`config.mk`:
```
export PLATFORM = sky130hd
export DESIGN_NAME = f_edge_monitor
export DESIGN_NICKNAME = d
export VERILOG_FILES = /design/src/rtl/ex_pkg.sv /design/src/rtl/sync_ff.sv /design/src/rtl/f_edge_monitor.sv
export SDC_FILE = /design/constraint.sdc
export NUM_CORES = 1
export LEC_CHECK = 0
export BUFFER_PORTS_ARGS = -buffer_cell sky130_fd_sc_hd__buf_2
export CAP_MARGIN = 5
export CORE_MARGIN = 3
export CORE_UTILIZATION = 50
export DETAILED_ROUTE_END_ITERATION = 6
export HOLD_SLACK_MARGIN = 0.02
export PLACE_DENSITY = 0.75
export SKIP_CTS_REPAIR_TIMING = 1
export SYNTH_ARGS = -nofsm -noshare
export SYNTH_HDL_FRONTEND = slang
export SYNTH_SLANG_ARGS = --single-unit
```
`constraint.sdc`:
```
create_clock -name clk -period 2.15 [get_ports clk]
set_clock_uncertainty 0.1 [all_clocks]
set_input_delay 0.1075 -clock clk [delete_from_list [all_inputs] [get_ports clk]]
set_output_delay 0.1075 -clock clk [all_outputs]
set_load 0.01 [all_outputs]
```
`src/rtl/ex_pkg.sv`:
```
// Shared definitions for the f edge monitor.
//   state_t     : monitor FSM state encoding
//   DEF_CNT_W   : default width of the rise/fall edge counters
//   DEF_WIN_W   : default width of the window length and high-cycle counter
package ex_pkg;

   typedef enum logic [1:0] {
      ST_IDLE = 2'd0,
      ST_MEAS = 2'd1,
      ST_RPT  = 2'd2
   } state_t;

   localparam int DEF_CNT_W = 8;
   localparam int DEF_WIN_W = 16;

endpackage

```
`src/rtl/sync_ff.sv`:
```
// Single-bit multi-flop synchroniser for a signal asynchronous to clk.
//   clk   : sampling clock
//   rst_n : asynchronous active-low reset, clears the whole chain
//   d     : asynchronous input
//   q     : synchronised output, d delayed by STAGES clk edges
module sync_ff #(
   parameter int STAGES = 2
) (
   input  logic clk,
   input  logic rst_n,
   input  logic d,
   output logic q
);

   logic [STAGES-1:0] chain;

   always_ff @(posedge clk or negedge rst_n) begin
      if (!rst_n) begin
         chain <= '0;
      end else begin
         chain <= {chain[STAGES-2:0], d};
      end
   end

   assign q = chain[STAGES-1];

endmodule

```
`src/rtl/f_edge_monitor.sv`:
```
// Measures the synchronised f signal over a programmable window of clk cycles:
// rising edges, falling edges and high cycles, reported via valid/ready.
//   clk, rst_n          : clock, asynchronous active-low reset
//   f_in                : f from the demo stage, asynchronous to clk
//   start, win_len      : start a window of win_len cycles (accepted in IDLE only)
//   rpt_ready           : consumer accepts the report
//   busy, rpt_valid     : status / report valid
//   rise_cnt, fall_cnt  : saturating edge counts
//   high_cnt            : saturating count of cycles with f_sync high
//   f_sync              : synchronised f
//
// state   | meaning
// --------+--------------------------------------------------------------
// ST_IDLE | waiting for start, last report's counts still visible
// ST_MEAS | sampling f_sync once per cycle, win_left cycles to go
// ST_RPT  | counts frozen, rpt_valid held until rpt_ready
module f_edge_monitor
   import ex_pkg::*;
#(
   parameter int CNT_W       = DEF_CNT_W,
   parameter int WIN_W       = DEF_WIN_W,
   parameter int SYNC_STAGES = 2
) (
   input  logic             clk,
   input  logic             rst_n,
   input  logic             f_in,
   input  logic             start,
   input  logic [WIN_W-1:0] win_len,
   input  logic             rpt_ready,
   output logic             busy,
   output logic             rpt_valid,
   output logic [CNT_W-1:0] rise_cnt,
   output logic [CNT_W-1:0] fall_cnt,
   output logic [WIN_W-1:0] high_cnt,
   output logic             f_sync
);

   state_t           state;
   state_t           state_nxt;
   logic [WIN_W-1:0] win_left;
   logic             f_prev;
   logic             accept;

   sync_ff #(.STAGES(SYNC_STAGES)) u_sync (
      .clk   (clk),
      .rst_n (rst_n),
      .d     (f_in),
      .q     (f_sync)
   );

   assign accept = (state == ST_IDLE) && start;

   always_ff @(posedge clk or negedge rst_n) begin
      if (!rst_n) begin
         state <= ST_IDLE;
      end else begin
         state <= state_nxt;
      end
   end

   always_comb begin
      state_nxt = state;
      busy      = 1'b0;
      rpt_valid = 1'b0;
      case (state)
         ST_IDLE: begin
            if (start) begin
               state_nxt = (win_len == '0) ? ST_RPT : ST_MEAS;
            end
         end
         ST_MEAS: begin
            busy = 1'b1;
            if (win_left == WIN_W'(1)) begin
               state_nxt = ST_RPT;
            end
         end
         ST_RPT: begin
            busy      = 1'b1;
            rpt_valid = 1'b1;
            if (rpt_ready) begin
               state_nxt = ST_IDLE;
            end
         end
         default: state_nxt = ST_IDLE;
      endcase
   end

   // f_prev is seeded from f_sync on start so a window opening while f is
   // already high does not count a phantom rising edge.
   always_ff @(posedge clk or negedge rst_n) begin
      if (!rst_n) begin
         win_left <= '0;
         f_prev   <= 1'b0;
         rise_cnt <= '0;
         fall_cnt <= '0;
         high_cnt <= '0;
      end else if (accept) begin
         win_left <= win_len;
         f_prev   <= f_sync;
         rise_cnt <= '0;
         fall_cnt <= '0;
         high_cnt <= '0;
      end else if (state == ST_MEAS) begin
         if (f_sync && !f_prev && (rise_cnt != '1)) begin
            rise_cnt <= rise_cnt + 1'b1;
         end
         if (!f_sync && f_prev && (fall_cnt != '1)) begin
            fall_cnt <= fall_cnt + 1'b1;
         end
         if (f_sync && (high_cnt != '1)) begin
            high_cnt <= high_cnt + 1'b1;
         end
         f_prev   <= f_sync;
         win_left <= win_left - 1'b1;
      end
   end

endmodule
```
[Yosys cells after proc, flatten, opt, wreduce, memory -nomap -nowiden]
Cells that the tools add are included.
Cells by class
  $add $sub $neg: 4
  eq/ne operators: 9
  mux-type cells: 20
  reductions and logical operators: 19
Operators by type and width (number)
  16-bit two-way mux: 5
  8-bit two-way mux: 6
  16-bit by 1-bit adder with 16-bit output (second input constant): 1
  8-bit by 1-bit adder with 8-bit output (second input constant): 2
  16-bit by 1-bit == test with 1-bit output (second input constant): 1
  16-bit zero test: 1
  16-bit != test (second input constant): 1
  8-bit != test (second input constant): 2
  16-bit by 1-bit subtractor with 16-bit output (second input constant): 1
  2-bit two-way mux: 4
  2-bit nonzero test: 4
  1-bit logical AND: 6
  2-bit != test (second input constant): 3
  2-bit one-hot mux with 3 select lines: 1
  2-bit AND reduction: 3
  1-bit two-way mux: 4
  3-bit AND reduction: 1
  2-bit by 1-bit == test with 1-bit output (second input constant): 1
  2-bit == test (second input constant): 1
  1-bit zero test: 2
  2-bit zero test: 1
  2-bit OR reduction: 1
Word-level totals
  flip-flop bits (word level): 53
  input bits: 21
  output and inout bits: 35
  logic and storage cells: 59

[Depth between registers and ports, before layout]
Gate-level depths: netlist of the first run.
  depth after elaboration: 6
  gate-level depth with buffers: 8
  depth with buffers taken out: 7

[Hierarchy]
A second synthesis of the first run with hierarchy kept.
Unflattened totals
  cells, all modules: 328
  area, all modules: 2991.6 um^2
By module, submodules not included
  f_edge_monitor: instances 1, cells an instance 326, area an instance 2941.6 um^2, sequential area each 1276.2 um^2
  sync_ff: instances 1, cells an instance 2, area an instance 50.0 um^2, sequential area each 50.0 um^2

[Least setup slack after synthesis of the first run]
No wires, ideal clock.
  path kind: flip-flop to flip-flop
  start: reg state[1]
  end: reg high_cnt[13]
  setup time: 0.078 ns
  arrival: 1.870 ns
  data required time: 1.972 ns
  path slack: 0.102 ns
  cell stages (with the launch flop): 8
  buffers on the path: 0
  clock period less this slack: 2.048 ns
  path through: dfrtp_1 > inv_1 > ha_1 > nand2_2 > or3_1 > or3_4 > or3_1 > a21oi_1
Between the ends
  cells in the longest elaborated chain, start to end: 4
  elaborated cells on any way between the ends: 7
  classes of those cells: eq/ne: 1; mux: 1; reduce/logical: 5
Ends and longest elaborated chain
  start: declaration: RTL line f_edge_monitor.sv:38  | state_t state;
  start signal: assignment: RTL line f_edge_monitor.sv:57  | state <= state_nxt;
  2-bit zero test: RTL line f_edge_monitor.sv:51  | assign accept = (state == ST_IDLE) && start;
  1-bit logical AND: RTL line f_edge_monitor.sv:51
  2-bit nonzero test (no source line)
  2-bit AND reduction (no source line)
  end signal: assignment: RTL line f_edge_monitor.sv:111  | high_cnt <= high_cnt + 1'b1;
  end: declaration: RTL line f_edge_monitor.sv:34  | output logic [WIN_W-1:0] high_cnt,
Several ways; a longest one is shown, not always the timed one.
A chain may end at the register's enable or synchronous reset.

[Worst setup path after layout of the first run]
  start: reg state[1]
  end: reg win_left[10]
Between the ends
  cells in the longest elaborated chain, start to end: 3
  elaborated cells on any way between the ends: 5
  classes of those cells: eq/ne: 1; mux: 1; reduce/logical: 3
Ends and longest elaborated chain
  2-bit zero test: RTL line f_edge_monitor.sv:51
  1-bit logical AND: RTL line f_edge_monitor.sv:51
  16-bit two-way mux or 2-bit nonzero test (tied branches)
  end signal: assignment: RTL line f_edge_monitor.sv:98  | win_left <= win_len;
  end signal: assignment: RTL line f_edge_monitor.sv:114  | win_left <= win_left - 1'b1;
  end: declaration: RTL line f_edge_monitor.sv:40  | logic [WIN_W-1:0] win_left;
Several ways; a longest one is shown, not always the timed one.

==> results.toml, run 1 <==
[timing]
final_max_slew_viol_count = 0
max_slew.worst_pin.slew_ns = 0.664
period_needed_ns = 2.14
relSlewSlack_pct = 55.7
fmax_mhz = 468
setup_viol = 0
fin_crit_sh_pct = 99.4
fin_tns_setup_ns = 0
hold_viol = 0

[drt]
firstDrtPassIters = 4
wirelength_um = 6810
drc_errors = 0
drtIter0Drc = 132
via_per_inst = 5.46
drtAntennaViolNets = 0
wire_per_inst_um = 14.6
via_count = 2550

[worst_hold_path]
hold_class = "in2reg"
min_from = "start"
hold_depth = 3
whs_endpoint = "win_left[2]$_DFFE_PN0P_"

[synthesis]
synth_cells = 307
synth_nets = 336
ys_types = 38
synth_fa_ha_area_share_pct = 3.55
synth_compound_area_share_pct = 6.87
synthSimpleGateAreaFrac_pct = 26.7
synth_mux_area_share_pct = 1.06
syn_avg_cell_area_um2 = 9.19
synth_top_family_by_area = "simple AND/OR/NAND/NOR gates"
ys_ff_latch = 53
synth_area_um2 = 2820
ys_seq_area_share_pct = 47.0
yosys_warnings = 0
synth-xor-area-share_pct = 12.1

[grt]
antenna_found_initial = 0
grt_pass1_wl_um = 10400
grtUsageTotal_pct = 20.1
grt_max_degree = 61
grt_pass1_vias = 2316
grt-ovfl-total = 0

[floorplan]
die_w_um = 81.1
ios = 56
start_util_pct = 53.5
coreArea_um2 = 5270
num_rows = 26
die_h_um = 81.1
die_area_um2 = 6580

[critical_path]
crit_path_start_kind = "flip-flop"
rrSetupSlack_ns = 0.01
cp_cell_sequence = "inv_2, ha_2, buf_6, nand3b_1, nor4b_2, buf_4, nand2_1, xor2_1, o21ai_0"
endpoint_kind = "flip-flop"
reg2regPathDepth = 9
critPathMaxStageDelay_ns = 0.40
worst-path-max-fanout = 9
reg2reg_from = "state[1]$_DFFE_PN0P_"
worstPathArrival_ns = 2.23
cp_slowest_cell = "dfrtp_1"
r2r-end = "win_left[10]$_DFFE_PN0P_"
required_ns = 2.24
critical_path_class = "reg2reg"

[cells_and_area]
utilization_pct = 69.2
most-common-layout-cells = "buf_2 (55), dfrtp_1 (53), nor2_1 (39), nand2_1 (38), xnor2_1 (20)"
multi_input_area_um2 = 1490
drive_gt1_share_pct = 23.9
register_area_um2 = 1330
area_delta_synth_final_pct = 29.3
nets = 425
n_antenna_cell = 0
n_fill_cell = 450
stdcell_count = 467
layout_commonest_cell = "buf_2"

[placement]
io_buffers = 55
place_inst = 437
place.gp.congestion = 0.771
place_hpwl_um = 4330

[power]
power.leakage_nw = 1.68
p_per_area_nw_per_um2 = 942
vdd_ir_drop_max_v = 0.000701

[job]
drv_cap = 0

[clocking]
clk_pin_slew_ns = 0.09
insertion_delay_ns = 0.31
cts_buffer_depth = 2
htreeDepth = 2
cts_sinks = 53
numCtsBuffers = 5
cts_root_buffer = "clkbuf_8"
cts_tree = "yes"

[outcome]
status = "finished clean"
[worst max path at each step]
stage,startpoint,slack (ns),endpoint,depth (start not counted)
2_1_floorplan,state[1]$_DFFE_PN0P_,0.10,high_cnt[13]$_DFFE_PN0P_,7
6_report,state[1]$_DFFE_PN0P_,0.01,win_left[10]$_DFFE_PN0P_,9
3_3_place_gp,state[1]$_DFFE_PN0P_,0.08,high_cnt[13]$_DFFE_PN0P_,7
5_1_grt,state[1]$_DFFE_PN0P_,-0.15,win_left[10]$_DFFE_PN0P_,9
4_1_cts,state[1]$_DFFE_PN0P_,-0.03,win_left[11]$_DFFE_PN0P_,8
3_5_place_dp,state[1]$_DFFE_PN0P_,-0.02,win_left[11]$_DFFE_PN0P_,8
[power by group]
| group | leakage (nW) | switching [mW] | internal (mW) |
|---|---|---|---|
| Clock | 0.0585 | 0.324 | 0.380 |
| Combinational | 0.922 | 0.671 | 0.549 |
| Sequential | 0.697 | 0.286 | 1.23 |
[per-stage QoR]
stage / hold slack (ns) / area [um^2] / total power [mW] / setup WS, ns
floorplan: -0.288 / 2820 / 2.21 / 0.102
global placement: 0.115 / 3250 / 2.54 / 0.0811
global route: 0.130 / 3650 / 3.68 / -0.146
detailed placement: 0.117 / 3250 / 2.59 / -0.0211
finish: 0.107 / 3650 / 3.44 / 0.0134
CTS: -0.209 / 3370 / 3.30 / -0.0301
[per-layer routing]
metal | GRT usage (%) | up-vias | part of all wire, % | routed length (um)
met5 | 0 | - | 0 | 0
met4 | 6.25 | 0 | 0.88 | 60
met3 | 4.43 | 7 | 3.5 | 239
met2 | 34.6 | 57 | 50 | 3410
met1 | 25.1 | 1236 | 45 | 3100
li1 | - | 1250 | - | -
[flip-flops by register name, summed over array words and instances (netlist names)]
register	count
state	2
high_cnt	16
fall_cnt	8
u_sync.chain	2
win_left	16
rise_cnt	8
f_prev	1
[critical path: cells and delay by family, from the launching register on]
kind	cells	cell delay, ns
simple gates	3	0.56
flops	1	0.40
buf+inv	3	0.36
compound gates	1	0.26
fa+ha+maj	1	0.19
xor+xnor	1	0.15
[synthesized netlist by cell type]
cell	count	area share, %
a2111o_1	1	0.40
a21oi_1	4	0.71
a31oi_1	4	0.89
and2_1	1	0.22
and3_1	6	1.3
and4_1	1	0.31
buf_2	1	0.18
clkbuf_1	7	0.93
dfrtp_1	53	47
ha_1	8	3.5
inv_1	12	1.6
mux2i_1	3	1.1
nand2_1	38	5.1
nand2_2	1	0.22
nand2b_1	1	0.22
nand3_1	11	2.0
nand3b_1	1	0.27
nand4_1	12	2.7
nor2_1	39	5.2
nor2b_1	1	0.22
nor3_1	9	1.6
nor3b_1	1	0.27
nor4_1	13	2.9
nor4_2	1	0.44
nor4b_1	6	1.9
o21a_1	1	0.27
o21ai_0	20	3.5
o21ai_1	1	0.18
o22ai_1	1	0.22
o311ai_0	1	0.31
o32a_1	1	0.35
or2_0	1	0.22
or2_2	1	0.22
or3_1	4	0.89
or3_4	1	0.40
or4_1	1	0.27
xnor2_1	20	6.2
xor2_1	19	5.9
[cell type report]
type                       instances  share of cell area (%)
clock buffer                       7                    2.37
clock inverter                     1                   0.823
inverter                          12                    1.23
multi-input combinational        234                    40.7
sequential                        53                    36.4
tap                               70                    2.40
timing repair buffer              90                    16.1
[cells by family after synthesis]
group / after synthesis
simple gates: 150
flops: 53
xor+xnor: 39
compound gates: 34
buf+inv: 20
fa+ha+maj: 8
mux: 3
(Power assumes the default switching activity.)
==> run 2: changes to the inputs <==
--- a/config.mk
+++ b/config.mk
@@ -8,10 +8,10 @@
 export BUFFER_PORTS_ARGS = -buffer_cell sky130_fd_sc_hd__buf_2
 export CAP_MARGIN = 5
 export CORE_MARGIN = 3
-export CORE_UTILIZATION = 50
+export CORE_UTILIZATION = 59
 export DETAILED_ROUTE_END_ITERATION = 6
 export HOLD_SLACK_MARGIN = 0.02
-export PLACE_DENSITY = 0.75
+export PLACE_DENSITY = 0.84
 export SKIP_CTS_REPAIR_TIMING = 1
 export SYNTH_ARGS = -nofsm -noshare
 export SYNTH_HDL_FRONTEND = slang
==> constraint.sdc (replaced) <==
create_clock -name clk -period 2.7 [get_ports clk]
set_clock_uncertainty 0.1 [all_clocks]
set_input_delay 0.135 -clock clk [delete_from_list [all_inputs] [get_ports clk]]
set_output_delay 0.135 -clock clk [all_outputs]
set_load 0.01 [all_outputs]
==> results.toml, run 2 (synthesis results as in run 1) <==
[outcome]
status = "finished clean"

[drt]
wire_per_inst_um = 14.0
drtAntennaViolNets = 0
drtIter0Drc = 139
drc_errors = 0
wirelength_um = 6110
via_count = 2433
firstDrtPassIters = 4
via_per_inst = 5.59

[floorplan]
coreArea_um2 = 4470
start_util_pct = 63.1
die_area_um2 = 5650
die_w_um = 75.2
die_h_um = 75.2
ios = 56
num_rows = 24

[grt]
grt_pass1_vias = 2294
antenna_found_initial = 0
grt_max_degree = 61
grt-ovfl-total = 0
grtUsageTotal_pct = 22.4
grt_pass1_wl_um = 9800

[placement]
place_hpwl_um = 4330
io_buffers = 55
placed_area_um2 = 3170
place.gp.congestion = 0.882

[power]
power.leakage_nw = 1.59
p_per_area_nw_per_um2 = 721
vdd_ir_drop_max_v = 0.000493

[timing]
fmax_mhz = 457
relSlewSlack_pct = 54.6
final_max_slew_viol_count = 0
hold_viol = 0
max_slew.worst_pin.slew_ns = 0.675
period_needed_ns = 2.19
setup_viol = 0
rsz0062_at_grt = "false"
fin_tns_setup_ns = 0
fin_crit_sh_pct = 81.1

[clocking]
clk_pin_slew_ns = 0.09
cts_sinks = 53
numCtsBuffers = 5
cts_buffer_depth = 2
cts_root_buffer = "clkbuf_8"
htreeDepth = 2
insertion_delay_ns = 0.31
cts_tree = "yes"

[cells_and_area]
finalInstanceArea_um2 = 3430
nets = 412
area_delta_synth_final_pct = 21.6
utilization_pct = 76.6
layout_commonest_cell = "buf_2"
drive_gt1_share_pct = 18.8
reg_top3 = "high_cnt x16, win_left x16"
most-common-layout-cells = "buf_2 (55), dfrtp_1 (53), nor2_1 (39), nand2_1 (38)"
n_antenna_cell = 0

[critical_path]
worst-path-max-fanout = 11
worstPathArrival_ns = 2.25
crit_path_start_kind = "flip-flop"
critical_path_class = "reg2reg"
endpoint_kind = "flip-flop"
required_ns = 2.76

[worst_hold_path]
hold_class = "in2reg"

[job]
drv_cap = 0
[run 2: cell count changes in the layout (fill, tap and decap cells not counted), moves of 3 or more]
cell	previous run	this run
buf_4	16	5
nor4_1	9	13
nor4_2	4	1
nor4b_1	2	6
nor4b_2	4	0
[run 2: through the flow]
step | setup slack, ns | hold WS (ns) | std cells | power, mW
final | 0.511 | 0.0504 | 435 | 2.47
after global routing | 0.193 | 0.0297 | 435 | 2.66
after CTS | 0.509 | -0.414 | 418 | 2.48
after detailed placement | 0.526 | -0.0691 | 411 | 2.02
after global placement | 0.612 | -0.0703 | 411 | 1.98
after floorplan | 0.652 | -0.261 | 307 | 1.76
[run 2: worst paths after layout]
check	start	endpoint	slack, ns	depth (start not counted)
max in group asynchronous	rst_n	rise_cnt[0]$_DFFE_PN0P_	1.79	3
min in group asynchronous	rst_n	win_left[14]$_DFFE_PN0P_	0.12	2
max reg2reg	state[1]$_DFFE_PN0P_	win_left[11]$_DFFE_PN0P_	0.51	8
min reg2reg	u_sync.chain[0]$_DFF_PN0_	u_sync.chain[1]$_DFF_PN0_	0.25	0
min	win_len[2]	win_left[2]$_DFFE_PN0P_	0.05	3
max	state[1]$_DFFE_PN0P_	win_left[11]$_DFFE_PN0P_	0.51	8
[run 2: layout make-up]
| type | instances | area [um^2] |
|---|---|---|
| clock buffer | 6 | 82.6 |
| clock inverter | 1 | 7.51 |
| fill | 322 | 1040 |
| inverter | 12 | 45.0 |
| multi-input combinational | 234 | 1420 |
| sequential | 53 | 1330 |
| tap | 52 | 65.1 |
| timing repair buffer | 77 | 483 |
[run 2: power by group]
group	leakage, nW	switching (mW)	total (mW)	internal (mW)
registers	0.697	0.204	1.18	0.977
clock network	0.0433	0.251	0.454	0.203
logic	0.853	0.474	0.838	0.364
[run 2: metal layers]
| layer | vias to the layer above | track usage [%] | part of all wire, % |
|---|---|---|---|
| met5 | - | 0 | 0 |
| met4 | 0 | 6.21 | 1.4 |
| met3 | 8 | 4.27 | 4.4 |
| met2 | 56 | 39.2 | 50 |
| met1 | 1151 | 28.5 | 44 |
| li1 | 1218 | - | - |
[run 2: worst max-delay path, stage by stage (launching register included)]
cell and delay [ns]:
dfrtp_1 0.41, inv_1 0.08, ha_1 0.18, buf_4 0.18
nor4b_1 0.34, nand3_1 0.22, nor4_1 0.30, xnor2_1 0.15
o21ai_0 0.09
